--- src/rtl/ni_apb_initiator_if.sv ---
// ni_apb_initiator_if
//   Bundles the APB completer signals and the router-port packet slots of one
//   initiator NI.
//
//   Handshake semantics:
//     APB side: a transfer starts with a setup phase (i_psel=1, i_penable=0).
//     The NI captures the request there and answers with a one-cycle
//     o_pready pulse. o_prdata/o_pslverr are valid only while o_pready=1.
//     Packet side: a packet is present in a cycle when its MSB (valid) is 1.
//     There is no backpressure. A packet is consumed in the cycle it is shown.
//
//   Modports:
//     slave  - the NI (APB completer, packet producer/consumer)
//     master - the APB requester plus router environment (testbench)
interface ni_apb_initiator_if #(
  parameter int GRID_WIDTH = 4
);
  localparam int CW = $clog2(GRID_WIDTH);
  localparam int PW = 43 + 4 * CW;

  logic          i_psel;
  logic          i_penable;
  logic          i_pwrite;
  logic [15:0]   i_paddr;
  logic [31:0]   i_pwdata;
  logic          o_pready;
  logic          o_pslverr;
  logic [31:0]   o_prdata;
  logic [PW-1:0] o_niToRouter;
  logic [PW-1:0] i_routerToNi;

  modport slave (
    input  i_psel, i_penable, i_pwrite, i_paddr, i_pwdata, i_routerToNi,
    output o_pready, o_pslverr, o_prdata, o_niToRouter
  );

  modport master (
    output i_psel, i_penable, i_pwrite, i_paddr, i_pwdata, i_routerToNi,
    input  o_pready, o_pslverr, o_prdata, o_niToRouter
  );
endinterface

--- src/rtl/ni_apb_initiator.sv ---
// ni_apb_initiator
//   Initiator-side network interface of one mesh node. It accepts one APB
//   access and sends it as a request packet to the router. It then waits for
//   the matching response packet and completes the access. The access ends
//   with an error on timeout or on an out-of-grid destination.
//
//   Ports:
//     i_clk        clock
//     i_arst       asynchronous reset, active-high
//     io_apb       ni_apb_initiator_if.slave (APB completer + packet slots)
//     o_dbg_state  current FSM state (0 IDLE, 1 SEND, 2 WAIT, 3 DONE)
//
//   Packet layout, MSB first:
//     valid, isResp, write, dstX, dstY, srcX, srcY, addr[8], data[32]
module ni_apb_initiator #(
  parameter int GRID_WIDTH     = 4,
  parameter int NODE_X         = 0,
  parameter int NODE_Y         = 0,
  parameter int TIMEOUT_CYCLES = 64
) (
  input  logic                i_clk,
  input  logic                i_arst,
  ni_apb_initiator_if.slave   io_apb,
  output logic [1:0]          o_dbg_state
);

  localparam int CW = $clog2(GRID_WIDTH);
  localparam int PW = 43 + 4 * CW;
  localparam int TW = $clog2(TIMEOUT_CYCLES + 1);

  localparam logic [CW-1:0] OWN_X    = CW'(NODE_X);
  localparam logic [CW-1:0] OWN_Y    = CW'(NODE_Y);
  localparam logic [CW:0]   GRID_LIM = (CW + 1)'(GRID_WIDTH);
  localparam logic [TW-1:0] CNT_LAST = TW'(TIMEOUT_CYCLES - 1);

  typedef enum logic [1:0] {
    S_IDLE = 2'd0,
    S_SEND = 2'd1,
    S_WAIT = 2'd2,
    S_DONE = 2'd3
  } state_t;

  state_t        r_state;
  logic [TW-1:0] r_cnt;
  logic [CW-1:0] r_dst_x;
  logic [CW-1:0] r_dst_y;
  logic          r_write;
  logic [PW-1:0] r_pkt;
  logic          r_pready;
  logic          r_pslverr;
  logic [31:0]   r_prdata;

  // Setup-phase decode of the APB address.
  logic          w_setup;
  logic [CW-1:0] w_dst_x;
  logic [CW-1:0] w_dst_y;
  logic          w_bad_dst;
  logic [PW-1:0] w_req_pkt;

  assign w_setup   = io_apb.i_psel & ~io_apb.i_penable;
  assign w_dst_x   = io_apb.i_paddr[8 +: CW];
  assign w_dst_y   = io_apb.i_paddr[8 + CW +: CW];
  assign w_bad_dst = ({1'b0, w_dst_x} >= GRID_LIM) |
                     ({1'b0, w_dst_y} >= GRID_LIM);
  assign w_req_pkt = {1'b1, 1'b0, io_apb.i_pwrite, w_dst_x, w_dst_y,
                      OWN_X, OWN_Y, io_apb.i_paddr[7:0],
                      io_apb.i_pwrite ? io_apb.i_pwdata : 32'h0};

  // Incoming packet fields.
  logic [PW-1:0] w_rx;
  logic          w_rx_valid;
  logic          w_rx_resp;
  logic [CW-1:0] w_rx_dst_x;
  logic [CW-1:0] w_rx_dst_y;
  logic [CW-1:0] w_rx_src_x;
  logic [CW-1:0] w_rx_src_y;
  logic [31:0]   w_rx_data;
  logic          w_match;

  assign w_rx       = io_apb.i_routerToNi;
  assign w_rx_valid = w_rx[PW-1];
  assign w_rx_resp  = w_rx[PW-2];
  assign w_rx_dst_x = w_rx[40 + 3 * CW +: CW];
  assign w_rx_dst_y = w_rx[40 + 2 * CW +: CW];
  assign w_rx_src_x = w_rx[40 + CW +: CW];
  assign w_rx_src_y = w_rx[40 +: CW];
  assign w_rx_data  = w_rx[31:0];

  // A response for us must come from the node that we addressed.
  assign w_match = w_rx_valid & w_rx_resp &
                   (w_rx_dst_x == OWN_X) & (w_rx_dst_y == OWN_Y) &
                   (w_rx_src_x == r_dst_x) & (w_rx_src_y == r_dst_y);

  // Address bits above the destination fields, and the response write/addr
  // fields, carry no meaning here.
  logic w_unused;
  assign w_unused = ^{io_apb.i_paddr, w_rx};

  always_ff @(posedge i_clk or posedge i_arst) begin
    if (i_arst) begin
      r_state   <= S_IDLE;
      r_cnt     <= '0;
      r_dst_x   <= '0;
      r_dst_y   <= '0;
      r_write   <= 1'b0;
      r_pkt     <= '0;
      r_pready  <= 1'b0;
      r_pslverr <= 1'b0;
      r_prdata  <= '0;
    end else begin
      // The packet and the completion are single-cycle pulses. They are
      // cleared by default and set only on the transition that enters
      // SEND or DONE.
      r_pkt     <= '0;
      r_pready  <= 1'b0;
      r_pslverr <= 1'b0;
      r_prdata  <= '0;
      case (r_state)
        S_IDLE: begin
          if (w_setup) begin
            r_write <= io_apb.i_pwrite;
            r_dst_x <= w_dst_x;
            r_dst_y <= w_dst_y;
            if (w_bad_dst) begin
              r_state   <= S_DONE;
              r_pready  <= 1'b1;
              r_pslverr <= 1'b1;
            end else begin
              r_state <= S_SEND;
              r_pkt   <= w_req_pkt;
            end
          end
        end
        S_SEND: begin
          r_state <= S_WAIT;
          r_cnt   <= '0;
        end
        S_WAIT: begin
          // A match takes priority over a timeout in the same cycle.
          if (w_match) begin
            r_state  <= S_DONE;
            r_pready <= 1'b1;
            r_prdata <= r_write ? 32'h0 : w_rx_data;
          end else if (r_cnt == CNT_LAST) begin
            r_state   <= S_DONE;
            r_pready  <= 1'b1;
            r_pslverr <= 1'b1;
          end else begin
            r_cnt <= r_cnt + 1'b1;
          end
        end
        S_DONE: begin
          r_state <= S_IDLE;
        end
        default: begin
          r_state <= S_IDLE;
        end
      endcase
    end
  end

  assign io_apb.o_niToRouter = r_pkt;
  assign io_apb.o_pready     = r_pready;
  assign io_apb.o_pslverr    = r_pslverr;
  assign io_apb.o_prdata     = r_prdata;
  assign o_dbg_state         = r_state;

endmodule

--- src/flat_wrapper.sv ---
// flat-port wrapper written by rule: the top's interface ports become plain ports
module ni_apb_initiator_flat 
#(
  parameter int GRID_WIDTH     = 4,
  parameter int NODE_X         = 0,
  parameter int NODE_Y         = 0,
  parameter int TIMEOUT_CYCLES = 64
)
  (i_clk, i_arst, o_dbg_state, io_apb_i_psel, io_apb_i_penable, io_apb_i_pwrite, io_apb_i_paddr, io_apb_i_pwdata, io_apb_i_routerToNi, io_apb_o_pready, io_apb_o_pslverr, io_apb_o_prdata, io_apb_o_niToRouter);
  ni_apb_initiator_if #(.GRID_WIDTH(GRID_WIDTH)) io_apb_i ();
  input  logic i_clk;
  input  logic i_arst;
  output logic [1:0] o_dbg_state;
  input wire logic [$bits(io_apb_i.i_psel)-1:0] io_apb_i_psel;
  input wire logic [$bits(io_apb_i.i_penable)-1:0] io_apb_i_penable;
  input wire logic [$bits(io_apb_i.i_pwrite)-1:0] io_apb_i_pwrite;
  input wire logic [$bits(io_apb_i.i_paddr)-1:0] io_apb_i_paddr;
  input wire logic [$bits(io_apb_i.i_pwdata)-1:0] io_apb_i_pwdata;
  input wire logic [$bits(io_apb_i.i_routerToNi)-1:0] io_apb_i_routerToNi;
  output wire logic [$bits(io_apb_i.o_pready)-1:0] io_apb_o_pready;
  output wire logic [$bits(io_apb_i.o_pslverr)-1:0] io_apb_o_pslverr;
  output wire logic [$bits(io_apb_i.o_prdata)-1:0] io_apb_o_prdata;
  output wire logic [$bits(io_apb_i.o_niToRouter)-1:0] io_apb_o_niToRouter;
  assign io_apb_i.i_psel = io_apb_i_psel;
  assign io_apb_i.i_penable = io_apb_i_penable;
  assign io_apb_i.i_pwrite = io_apb_i_pwrite;
  assign io_apb_i.i_paddr = io_apb_i_paddr;
  assign io_apb_i.i_pwdata = io_apb_i_pwdata;
  assign io_apb_i.i_routerToNi = io_apb_i_routerToNi;
  assign io_apb_o_pready = io_apb_i.o_pready;
  assign io_apb_o_pslverr = io_apb_i.o_pslverr;
  assign io_apb_o_prdata = io_apb_i.o_prdata;
  assign io_apb_o_niToRouter = io_apb_i.o_niToRouter;
  ni_apb_initiator #(.GRID_WIDTH(GRID_WIDTH), .NODE_X(NODE_X), .NODE_Y(NODE_Y), .TIMEOUT_CYCLES(TIMEOUT_CYCLES)) u_core (.i_clk(i_clk), .i_arst(i_arst), .io_apb(io_apb_i), .o_dbg_state(o_dbg_state));
endmodule
--- config.mk ---
export PLATFORM = sky130hd
export DESIGN_NAME = ni_apb_initiator_flat
export DESIGN_NICKNAME = d
export VERILOG_FILES = /design/src/rtl/ni_apb_initiator_if.sv /design/src/rtl/ni_apb_initiator.sv /design/src/flat_wrapper.sv
export SDC_FILE = /design/constraint.sdc
export NUM_CORES = 1
export LEC_CHECK = 0
export ABC_AREA = 1
export BUFFER_PORTS_ARGS = -buffer_cell sky130_fd_sc_hd__buf_2
export CAP_MARGIN = 40
export CORE_ASPECT_RATIO = 1.25
export CORE_MARGIN = 5
export CORE_UTILIZATION = 45
export CTS_BUF_LIST = sky130_fd_sc_hd__clkbuf_16
export CTS_CLUSTER_SIZE = 8
export DETAILED_ROUTE_END_ITERATION = 10
export GPL_ROUTABILITY_DRIVEN = 0
export PLACE_DENSITY = 0.88
export SKIP_LAST_GASP = 1
export SYNTH_ARGS = -nofsm -noshare
export SYNTH_HDL_FRONTEND = slang
export SYNTH_SLANG_ARGS = --single-unit
--- constraint.sdc ---
create_clock -name i_clk -period 5 [get_ports i_clk]
set_clock_uncertainty 0.15 [all_clocks]
set_input_delay 1.25 -clock i_clk [delete_from_list [all_inputs] [get_ports i_clk]]
set_output_delay 1.25 -clock i_clk [all_outputs]
set_load 0.005 [all_outputs]
==> impl_metrics.toml <==
[logic_synthesis]
yosysTopAreaCellShare_pct = 64.5
yosys_warnings = 0
synth_cell_types = 22
syn_inst = 390
yosys-top-cells-area = "dfrtp_1 64%, inv_1 9.1%, nor2_1 7.7%, nand2_1 6.5%, nor2_2 3.1%"
avgSynthCellArea_um2 = 9.36
yosys.area.top_type = "dfrtp_1"
synth_seq_cells = 94
syn_area_mm2 = 0.00365
seq_area_frac_synth_pct = 64.5

[global_routing]
antenna_found_initial = 0
grt_pass1_wl_um = 14200
grt_overflow = 0
grt_max_degree = 50
grt.total_usage_pct = 17.4
grt_pass1_vias = 3007

[worst_setup_path]
crit_required_ns = 5.11
cp_top_family = "buffers and inverters"
crit_top_cell = "nor2_1"
path_max_fanout = 29
worst-setup-path-type = "in2reg"
max_stage_delay_ns = 0.25
cp_cell_sequence = "buf_2 > nor2_1 > buf_4 > inv_1 > nor2_4 > nand2_1 > buf_16 > nor2_1"
start_kind = "input port"
crit_path_top_delay_cell = "nand2_1"
crit_buf_inv = 4
endpoint_kind = "flop"
cp.arrival_ns = 2.50

[min_path]
hold_class = "reg2reg"

[power_and_ir_drop]
pwr-share-clk_pct = 33.4
total_power_mw = 1.80
internal_power_mw = 1.27
swShare_pct = 29.2
p_seq_share_pct = 47.2
power.density_mw_per_mm2 = 371
power_leakage_nw = 3.16
p_sw_mw = 0.526
vdd_drop_max_uv = 253
power_frac_comb_pct = 19.3

[clock_tree]
worstSkewPairLatency_ns = 0.33
hold_buffers = 0
cts_made_buffers = 9
cts_num_sinks = 94
clockBufferDepth = 2
clk_pin_slew_ns = 0.06
cts_tree = "done"
post_cts_buffers = 0
cts_resized = 0
htree_levels = 3
clock-root-buffer = "clkbuf_16"

[routing]
num_vias = 2975
wirelength_um = 8660
drt-met1-wl_um = 3120
via_per_inst = 4.47
top_layer = "met4"
post-route-drc-count = 0
wl_per_cell_um = 13.0
wl_met2_um = 4570
drt_pass1_iterations = 4
ant_nets = 0
dr_wl_met3_um = 828
drtIter0Drc = 100

[placement]
place_hpwl_um = 6650
io_buffer_count = 172
placed_cells = 649

[timing]
setup_tns_ns = 0
setup_viol = 0
timing.fmax_ghz = 0.419
period_share_pct = 47.7
maxSlewViolCount = 0
slew_headroom_pct = 59.5
worst_pin_slew_ns = 0.608
rsz0062_at_grt = "no"
fin_crit_ns = 2.39
finalHoldViolCount = 0

[finish]
layout_commonest_cell = "buf_2"
final_cell_mix = "172 x buf_2, 94 x dfrtp_1, 88 x inv_1"
n_antenna_cell = 0
final_core_util_pct = 61.8
layout-drive-gt1-share_pct = 36.7
layoutNonFillerInstCount = 665
fillerInstances = 668
syn_to_final_growth_pct = 32.9
final_nets = 672

[die]
core_area_mm2 = 0.00784
dieArea_mm2 = 0.0100
die_width_um = 90.5
ios = 191
initial_core_util_pct = 46.6
dieHeight_um = 111
rows = 36

[run_status]
outcome = "complete, no violations"

[flow_run]
maxCapViolations = 0
-- per-stage QoR --
step / hold slack, ns / setup WS [ns] / instance area, um^2
after floorplan: 0.307 / 1.15 / 3660
after global placement: 0.327 / 1.91 / 4550
after detailed placement: 0.334 / 2.23 / 4580
after CTS: 0.351 / 2.59 / 4850
after global routing: 0.380 / 2.44 / 4850
final: 0.342 / 2.61 / 4850
-- state kept, by name, summed over array words and instances, names as in the netlist --
register	cells
u_core.io_apb.o_niToRouter	46
u_core.io_apb.o_prdata	32
u_core.io_apb.o_pready	1
u_core.io_apb.o_pslverr	1
u_core.o_dbg_state	2
u_core.r_cnt	7
u_core.r_dst_x	2
u_core.r_dst_y	2
u_core.r_write	1
-- layer usage --
| layer | vias to the layer above | GRT usage, % |
|---|---|---|
| met5 | - | 0 |
| met4 | 0 | 5.86 |
| met3 | 15 | 5.70 |
| met2 | 147 | 30.9 |
| met1 | 1360 | 19.5 |
| li1 | 1453 | - |
-- synth_stat cells --
library cell,count
nor2_4,1
xor2_1,1
ha_1,3
nand4_1,1
buf_1,1
clkinv_1,1
nand2_1,63
dfrtp_1,94
o22ai_1,4
nand3_1,17
inv_1,88
nor2_1,75
conb_1,1
a21oi_1,3
buf_4,5
nor2_2,18
clkbuf_1,2
or2_1,1
o21ai_0,2
buf_2,4
buf_6,4
xnor2_1,1
-- power groups by stage --
stage                     clock network [mW]  registers, mW  logic (mW)
after floorplan                            0          0.861       0.219
after global placement                     0          0.861       0.328
after detailed placement                   0          0.863       0.349
after CTS                              0.620          0.849       0.351
after global routing                   0.657          0.856       0.395
final                                  0.602          0.850       0.348
-- worst paths after layout --
path | startpoint | cells past startpoint | to | slack (ns)
max in group asynchronous | i_arst | 3 | u_core.io_apb.o_niToRouter[17] | 2.82
setup / recovery | io_apb_i_penable | 8 | u_core.io_apb.o_niToRouter[4] | 2.61
setup reg to reg | u_core.o_dbg_state[1] | 7 | u_core.io_apb.o_niToRouter[4] | 2.76
min in group asynchronous | i_arst | 2 | u_core.io_apb.o_niToRouter[37] | 0.83
hold / removal | u_core.o_dbg_state[0] | 2 | u_core.o_dbg_state[0] | 0.34
hold reg to reg | u_core.o_dbg_state[0] | 2 | u_core.o_dbg_state[0] | 0.34
-- cells by family (layout without fill, tap and decap cells) --
family | Yosys count | count (layout) | share of synthesized area, %
AO/OA/AOI/OAI | 9 | 9 | 1.37
XOR/XNOR | 2 | 2 | 0.480
adder cells (fa/ha/maj) | 3 | 3 | 1.03
buffers and inverters | 105 | 281 | 12.3
flip-flops | 94 | 94 | 64.5
other | 1 | 5 | 0.103
AND/OR/NAND/NOR | 176 | 176 | 20.3
-- cell type report --
| class | count | area, um^2 | share of cell area [%] |
|---|---|---|---|
| Sequential cell | 94 | 2350 | 48.5 |
| Timing Repair Buffer | 176 | 911 | 18.8 |
| Clock inverter | 7 | 40.0 | 0.826 |
| Multi-Input combinational cell | 195 | 863 | 17.8 |
| Tap cell | 95 | 119 | 2.45 |
| Clock buffer | 9 | 225 | 4.65 |
| Inverter | 89 | 337 | 6.94 |
-- worst register-to-register path: stages, from the launching register on --
cell and delay (ns):
dfrtp_1 0.41, inv_1 0.08, ha_1 0.16, clkinv_1 0.43, nor2_4 0.33, nand2_1 0.25
buf_16 0.25, nor2_1 0.12
Note: power is estimated with default switching activity, not from simulation.
